**config.mk**
```make
export PLATFORM = sky130hd
export DESIGN_NAME = push_credit_dispatcher
export DESIGN_NICKNAME = d
export VERILOG_FILES = /design/src/rtl/push_credit_dispatcher_pkg.sv /design/src/rtl/push_credit_dispatcher_credit_counter.sv /design/src/rtl/push_credit_dispatcher.sv
export SDC_FILE = /design/constraint.sdc
export NUM_CORES = 1
export LEC_CHECK = 0
export ABC_AREA = 1
export CORE_ASPECT_RATIO = 0.8
export CORE_UTILIZATION = 36
export CTS_CLUSTER_SIZE = 14
export DETAILED_ROUTE_END_ITERATION = 10
export GPL_ROUTABILITY_DRIVEN = 0
export GPL_TIMING_DRIVEN = 0
export PLACE_DENSITY = 0.69
export SETUP_SLACK_MARGIN = 0.05
export SLEW_MARGIN = 0
export SYNTH_ARGS = -nofsm -noshare
export SYNTH_HDL_FRONTEND = slang
export SYNTH_SLANG_ARGS = --single-unit
export TNS_END_PERCENT = 50
```
**constraint.sdc**
```tcl
create_clock -name clk -period 2.8 [get_ports clk]
set_input_delay 0.56 -clock clk [delete_from_list [all_inputs] [get_ports clk]]
set_output_delay 0.56 -clock clk [all_outputs]
set_load 0.02 [all_outputs]
```
**src/rtl/push_credit_dispatcher_pkg.sv**
```systemverilog
// Shared types and helpers for the push credit dispatcher.
// Holds the FSM state encoding plus small width/one-hot utilities.
package push_credit_dispatcher_pkg;

    typedef enum logic [1:0] {
        RUN   = 2'd0,
        DRAIN = 2'd1,
        DONE  = 2'd2
    } state_t;

    function automatic int cnt_width(input int depth);
        return $clog2(depth + 1);
    endfunction

    function automatic logic onehot_or_zero(input logic [31:0] v);
        return (v & (v - 32'd1)) == 32'd0;
    endfunction

endpackage

```
**src/rtl/push_credit_dispatcher_credit_counter.sv**
```systemverilog
// Saturating credit counter mirroring one downstream FIFO's free slots.
// Reset value is DEPTH; simultaneous inc and dec cancel.
module credit_counter #(
    parameter int DEPTH    = 8,
    parameter int CNTWIDTH = $clog2(DEPTH + 1)
) (
    input  logic                clk,
    input  logic                rst,
    input  logic                inc,
    input  logic                dec,
    output logic [CNTWIDTH-1:0] cnt,
    output logic                at_max,
    output logic                at_zero,
    output logic                ovf
);

    localparam logic [CNTWIDTH-1:0] MAX = CNTWIDTH'(DEPTH);

    assign at_max  = (cnt == MAX);
    assign at_zero = (cnt == '0);
    // A return while already full is a protocol error even if a dec cancels it.
    assign ovf     = inc & at_max;

    always_ff @(posedge clk) begin
        if (!rst) begin
            cnt <= MAX;
        end else if (inc & ~dec & ~at_max) begin
            cnt <= cnt + CNTWIDTH'(1);
        end else if (dec & ~inc & ~at_zero) begin
            cnt <= cnt - CNTWIDTH'(1);
        end
    end

endmodule

```
**src/rtl/push_credit_dispatcher.sv**
```systemverilog
// Credit-gated dispatcher feeding NUM_FIFOS downstream FIFOs, with flush/drain sequencing.
// state | meaning:  RUN = accepting words,  DRAIN = waiting for all credits back,  DONE = drained, flush_done high
module push_credit_dispatcher
    import push_credit_dispatcher_pkg::*;
#(
    parameter int NUM_FIFOS = 4,
    parameter int WIDTH     = 8,
    parameter int DEPTH     = 8,
    parameter int TAGWIDTH  = $clog2(NUM_FIFOS),
    parameter int CNTWIDTH  = cnt_width(DEPTH)
) (
    input  logic                 clk,
    input  logic                 rst,
    input  logic                 in_vld,
    input  logic [TAGWIDTH-1:0]  in_tag,
    input  logic [WIDTH-1:0]     in_data,
    output logic                 in_rdy,
    input  logic [NUM_FIFOS-1:0] gnt,
    output logic                 push,
    output logic [TAGWIDTH-1:0]  push_sel,
    output logic [WIDTH-1:0]     data_out,
    input  logic                 flush,
    output logic                 flush_done,
    output logic                 err
);

    state_t                state;
    logic                  accept;
    logic                  tag_has_credit;
    logic                  all_full_next;
    logic [NUM_FIFOS-1:0]  gnt_low;
    logic [NUM_FIFOS-1:0]  inc;
    logic [NUM_FIFOS-1:0]  dec;
    logic [NUM_FIFOS-1:0]  at_max;
    logic [NUM_FIFOS-1:0]  at_zero;
    logic [NUM_FIFOS-1:0]  ovf;
    logic [NUM_FIFOS-1:0]  full_next;
    logic [CNTWIDTH-1:0]   cnt [NUM_FIFOS];

    // Only the lowest grant bit is credited when gnt is malformed.
    assign gnt_low = gnt & (~gnt + NUM_FIFOS'(1));

    generate
        for (genvar i = 0; i < NUM_FIFOS; i++) begin : g_credit
            assign inc[i] = gnt_low[i];
            assign dec[i] = accept & (in_tag == TAGWIDTH'(i));

            credit_counter #(
                .DEPTH    (DEPTH),
                .CNTWIDTH (CNTWIDTH)
            ) u_credit (
                .clk     (clk),
                .rst     (rst),
                .inc     (inc[i]),
                .dec     (dec[i]),
                .cnt     (cnt[i]),
                .at_max  (at_max[i]),
                .at_zero (at_zero[i]),
                .ovf     (ovf[i])
            );

            assign full_next[i] = (at_max[i] & (inc[i] | ~dec[i]))
                                | ((cnt[i] == CNTWIDTH'(DEPTH - 1)) & inc[i] & ~dec[i]);
        end
    endgenerate

    assign all_full_next = &full_next;

    // Tags outside 0..NUM_FIFOS-1 match no counter and are never ready.
    always_comb begin
        tag_has_credit = 1'b0;
        for (int i = 0; i < NUM_FIFOS; i++) begin
            if (in_tag == TAGWIDTH'(i)) begin
                tag_has_credit = ~at_zero[i];
            end
        end
    end

    assign in_rdy = (state == RUN) & rst & tag_has_credit;
    assign accept = in_vld & in_rdy;

    always_ff @(posedge clk) begin
        if (!rst) begin
            push     <= 1'b0;
            push_sel <= '0;
            data_out <= '0;
            err      <= 1'b0;
        end else begin
            push <= accept;
            if (accept) begin
                push_sel <= in_tag;
                data_out <= in_data;
            end
            if ((|ovf) | ~onehot_or_zero(32'(gnt))) begin
                err <= 1'b1;
            end
        end
    end

    // DONE is entered on the edge where credits become full, so flush_done
    // rises the cycle right after the last returning grant.
    always_ff @(posedge clk) begin
        if (!rst) begin
            state      <= RUN;
            flush_done <= 1'b0;
        end else begin
            case (state)
                RUN: begin
                    if (flush) begin
                        state <= DRAIN;
                    end
                end
                DRAIN: begin
                    if (all_full_next & ~accept) begin
                        state      <= DONE;
                        flush_done <= 1'b1;
                    end
                end
                DONE: begin
                    if (!flush) begin
                        state      <= RUN;
                        flush_done <= 1'b0;
                    end
                end
                default: begin
                    state      <= RUN;
                    flush_done <= 1'b0;
                end
            endcase
        end
    end

    a_no_push_to_full: assert property (@(posedge clk) disable iff (!rst)
        !(|(dec & at_zero)));
    a_done_all_empty: assert property (@(posedge clk) disable iff (!rst)
        (state == DONE) |-> (&at_max));
    a_single_credit: assert property (@(posedge clk) disable iff (!rst)
        onehot_or_zero(32'(gnt_low)));

endmodule
```
# == After elaboration in Yosys (flattened, before gate mapping) ==
# Index checks and enable logic that the tools add are counted.
# classes
n_addsub,10
eq_ne,16
muxes,19
bitwise,71
n_reduce_logical,15
# ops
operator,count
$and A1 B1 Y1,40
$and A4 B32 Y32,1
$logic_not A32 Y1,1
$mux W4,8
$add A4 B1 Y4 const B,5
$not A1 Y1,19
$eq A4 B3 Y1 const B,4
$eq A4 B4 Y1 const B,4
$logic_not A4 Y1,4
$sub A4 B1 Y4 const B,4
$or A1 B1 Y1,9
$reduce_bool A2 Y1,4
$eq A2 B2 Y1 const B,3
$mux W1,6
$mux W2,3
$ne A2 B2 Y1 const B,3
$pmux W2 S3,1
$reduce_and A3 Y1,2
$sub A4 B1 Y5 const B,1
$and A4 B4 Y4,1
$eq A2 B1 Y1 const B,2
$logic_not A2 Y1,2
$not A4 Y4,1
$reduce_and A4 Y1,1
other kinds (2),2
# totals
reg_bits,31
inputBits,18
output_inout_bits,14
word_cells,141

# == Depth between registers and ports, before layout ==
# logic_depth
depth_word,17
depth_mapped,17
depth_no_buf,17

# == Modules after synthesis ==
# From an unflattened synthesis, not the netlist that was laid out.
# unflattened
hier_cells,308
hier_area_um2,2135.8
# by_module_without_submodules
mod,instances,cells_each,area_each_um2
credit_counter,4,47,332.8
push_credit_dispatcher,1,120,804.5

# == Worst setup path after synthesis ==
# No wires, ideal clock.
# synth_timing
path_kind,input to register
startpoint,in in_tag[0]
endpoint,reg g_credit[2].u_credit.cnt[3]
arrival_ns,2.419
t_required_ns,2.677
setup_slack_ns,0.258
path_stages,16
path_buffers,0
path_cell_list,nor2_1 -> nand3_1 -> nand2_1 -> inv_1 -> nand3_4 -> inv_4 -> nand2_1 -> nand3b_4 -> ha_1 -> a21o_1 -> a21oi_1 -> inv_1 -> o21ai_0 -> o21ai_1 -> a21oi_1 -> o21ai_0
# synth_via
elab_chain_cells,12
elab_cells_between_ends,18
classes_between,eq/ne (3); mux (5); bitwise (8); reduce/logical (2)
# synth_lines
element,line,rtl
from (decl),push_credit_dispatcher.sv:15,"input logic [TAGWIDTH-1:0] in_tag,"
$logic_not A2 Y1,push_credit_dispatcher.sv:73,if (in_tag == TAGWIDTH'(i)) begin
$mux W1 (4 in series),push_credit_dispatcher.sv:73,
$and A1 B1 Y1,push_credit_dispatcher.sv:79,assign in_rdy = (state == RUN) & rst & tag_has_credit;
$and A1 B1 Y1,push_credit_dispatcher.sv:80,assign accept = in_vld & in_rdy;
$and A1 B1 Y1 *,push_credit_dispatcher.sv:46,assign dec[i] = accept & (in_tag == TAGWIDTH'(i));
$not A1 Y1,push_credit_dispatcher_credit_counter.sv:27,end else if (inc & ~dec & ~at_max) begin
$and A1 B1 Y1 (2 in series),push_credit_dispatcher_credit_counter.sv:27,
$mux W4 / $reduce_bool A2 Y1 (equally long branches),n/a,
to (signal assigned),push_credit_dispatcher_credit_counter.sv:28,cnt <= cnt + CNTWIDTH'(1);
to (signal assigned),push_credit_dispatcher_credit_counter.sv:30,cnt <= cnt - CNTWIDTH'(1);
to (decl),push_credit_dispatcher_credit_counter.sv:11,"output logic [CNTWIDTH-1:0] cnt,"
# Every way passes the cells marked *; elsewhere a longest branch is shown, timed or not.
# A chain may end at the register's enable or synchronous reset.

# == Worst setup path after layout ==
# layout_timing
startpoint,in in_tag[1]
endpoint,reg g_credit[2].u_credit.cnt[3]
# Same word-level chain as after synthesis.

==> results.md <==
* Clock Tree Root: clkbuf_8
* Top Layer Used: met4
* First-pass DRT Iterations at 4
* Vias in the first global route at roughly 1500
* Chip width at 82.35 um
* Stages on the worst setup path at 18
* Period utilisation layout at 92.32%
* Vias/cell at 4.955
* IO Count at 32
* Worst Path Arrival at around 2800 ps
* R2R depth at 16
* CTS tree: yes
* Met2 WL post-DR at roughly 1.8 mm
* Post-synthesis mux area share at 0%
* Die ar. at between 0.005 and 0.006 mm2
* Fin Clk Skew at around 8.4 ps
* FP Rows at 23
* Final cell count without fillers at 352
* Worst-skew pair later-pin latency at between 200 and 300 ps
* Area grow syn2layout at 31.56%
* Endpoints failing hold at 0
* Post-synth EDFFs at 0
* Max-cap check violation count at 0
* Beginning of the worst register-to-register path: g_credit[3].u_credit.cnt[0]$_SDFFE_PN0P_
* Reg2reg end: g_credit[2].u_credit.cnt[3]$_SDFFE_PN1P_
* WL/cell at about 12 um
* Register area share after synthesis at roughly a third
* Most used DFF post-synth: dfxtp_1
* DP Cell Count at 339
* Crit path from: in_tag[1]
* Xor/xnor share of the synthesized area at between 3 and 4%
* Post-DRT Antenna Nets at 0
* Synth warn at 0
* Worst-path clk slew at approximately 70 ps
* List of most frequent post-synthesis cells: nand2_1 (40), dfxtp_1 (31), a21oi_1 (29)
* Clock sink count at 31
* RSZ-0062 raised after global routing: true
* Hold Path Class: flop to flop
* Synth unique cells at 36
* Die height at between 60 and 70 um
* Top cell type by total area after synthesis: dfxtp_1
* Setup crit end kind: flop
* WS Path Type: primary input to flop
* Effective utilization at floorplan at 37.35%
* Post-Synth Simple-Gate Area at 28.73%
* Global-route wire length before repair at about 6.7 mm
* CP Data Required Time at slightly below 3000 ps
* H-tree depth at 2
* CP max stage cell: ha_1
* Most frequent cell after synthesis: nand2_1
* Cell count after synthesis at ~250
* Largest net degree at the start of global routing at 11
* Critical Path Max Stage Delay at roughly 290 ps
* Largest family of logic cells by synthesized area: simple AND/OR/NAND/NOR gates
* Share of cells above drive strength 1 at 14.83%
* Worst reg2reg setup slack at ~320 ps
* DPL Wire Length at roughly 3.0 mm
* Adder-Cell Fraction of Synth Area at 9.690%
* Mapped cell area at 0.001859 mm2
* Routed vias at 1744
* Area fraction in compound gates after synthesis at between 10% and 20%
* Pwr/cell area at 704.7 mW/mm2
* Max VDD drop at 486.7 uV
* CTS Buffer Depth at 2
* DRC Markers at 0
* WP buf/inv at 6
* Worst Slack Setup Final at about 220 ps
* FF+latch count, synth at 31
* WL met3 at 261 um
* I/O Buffers at 31
* Dominant cells by area after synthesis: dfxtp_1 (33%), nand2_1 (8.1%), a21oi_1 (7.8%), o21ai_0 (5.9%), inv_1 (5.5%)
* Max-slew violation count at 0
* Asr flop ratio synth at 0%
* Met1 WL at about 2.0 mm
* Mean post-synth cell area at around 7.6 um2
* Worst setup path endpoint: g_credit[2].u_credit.cnt[3]$_SDFFE_PN1P_
* Critical path, cell by cell: clkdlybuf4s15_2 -> inv_2 -> nor2_4 -> nand3_1 -> nand2_2 -> inv_1 -> nand3_4 -> inv_6 -> nand2_1 -> nand3b_4 -> buf_4 -> ha_1 -> a21oi_1 -> inv_1 -> o21ai_0 -> o21ai_1 -> a21oi_1 -> o21ai_0
* Antenna violations before repair at 0
* Worst-Margin Slew at roughly 520 ps
* Nets at 319
* Num CTS Buffers at 5
* GRT Residual Overflow at 0
* CP max FO at 6
* GRT Util Overall at between 10% and 20%
* Status: finished, final reports clean
* Core area at about 0.005 mm2
* Worst slack, placed at -643.3 ps
* Peak Freq at 386.9 MHz
* Leakage power at slightly above 1 nW
* Tmin final at about 2600 ps
* Ant. Diodes at 0
* Post-synth top area share at 33.38%
* Final wirelength at approximately 4.1 mm
* Hold slack at 460.7 ps
* # setup viols final at 0
* Startpoint Class: primary input
* Syn Nets at about 280
* Hold path start: data_out[5]$_SDFFE_PN0N_
* Rel. slew slack at roughly two thirds
* Initial detailed-routing violation count at between 80 and 90
* Crit-path leading delay family: buffers and inverters
## sequential cells by signal, summed over array words and instances (netlist names)
register               count
flush_done                 1
g_credit.u_credit.cnt     16
push                       1
push_sel                   2
state                      2
data_out                   8
err                        1
## power by group
part	internal, mW	switching, mW
registers	0.514	0.0798
logic	0.294	0.376
clock network	0.288	0.173
total	1.10	0.628
## kinds of logic after synthesis
kind of cell,count (synthesis)
adders and majority gates,12
DFF,31
AOI/OAI and AO/OA,63
and+or+nand+nor,101
buffers and inverters,33
xor gates and xnor gates,6
## per-stage QoR
| step | total power, mW | utilization [%] | cell area, um2 | TNS, ps |
|---|---|---|---|---|
| after floorplan | 1.075 | - | 1859 | 0 |
| after global placement | 1.235 | 45.14 | 2247 | -2813 |
| after detailed placement | 1.254 | 45.14 | 2247 | -3012 |
| after CTS | 1.725 | 47.80 | 2380 | 0 |
| after global routing | 1.873 | 49.13 | 2446 | -68.39 |
| final | 1.724 | 49.13 | 2446 | 0 |
## area by class of cell
cell class                 count  area, um2
timing repair buffer          36      344.1
fill                         499       2532
inverter                      30      120.1
tap                           62      77.57
clock inverter                 2      35.03
multi-input combinational    182       1154
sequential                    31      620.6
buffer                         3      12.51
clock buffer                   6      82.58
## worst reg2reg max path, stage by stage (launching register included)
cell and delay [ps]:
dfxtp_1 450, nor2_1 120, nand3_2 110, nand2_1 70, nor2_2 170, nand3_4 120, inv_6 80, nand2_1 90
nand3b_4 120, ha_1 230, a21o_1 170, a21oi_1 120, inv_1 70, o21ai_0 150, o21ai_1 100, a21oi_1 110
o21ai_0 80
## cells in the final DEF (no fill, tap or decap), drive strengths merged
cell / n
nand2: 42
dfxtp: 31
a21oi: 30
inv: 30
clkdlybuf4s50: 27
o21ai: 26
nor2: 26
nand3: 20
clkbuf: 10
ha: 8
buf: 6
xnor2: 5
nand4: 4
fa: 4
and3: 3
a211oi: 3
nor3: 3
nand3b: 2
nor4: 1
a221oi: 1
a31oi: 1
o21a: 1
a21o: 1
xor2: 1
clkinv: 1
bufinv: 1
clkdlybuf4s15: 1
dlymetal6s2s: 1
## metal layers
layer	GRT usage [%]	vias up
met2	24.07	38
met4	6.579	0
li1	-	915
met1	22.37	786
met3	6.069	5
met5	0	-
## what timing repair did
item / CTS / global route
buffers inserted: 0 / 5
gates resized for setup: 12 / 13
pin swaps: 0 / 3
hold buffers: 0 / 0
endpoints found under the setup margin: 5 / 5
## worst min-delay path by stage
stage                                                          end  cells past startpoint
final                                     data_out[5]$_SDFFE_PN0N_                      2
after global routing                      data_out[6]$_SDFFE_PN0N_                      2
after CTS                                 data_out[5]$_SDFFE_PN0N_                      2
after detailed placement                  data_out[5]$_SDFFE_PN0N_                      2
after global placement                    data_out[2]$_SDFFE_PN0N_                      2
after floorplan           g_credit[0].u_credit.cnt[3]$_SDFFE_PN1P_                      1
No activity file was read; power rests on OpenSTA's default activity.
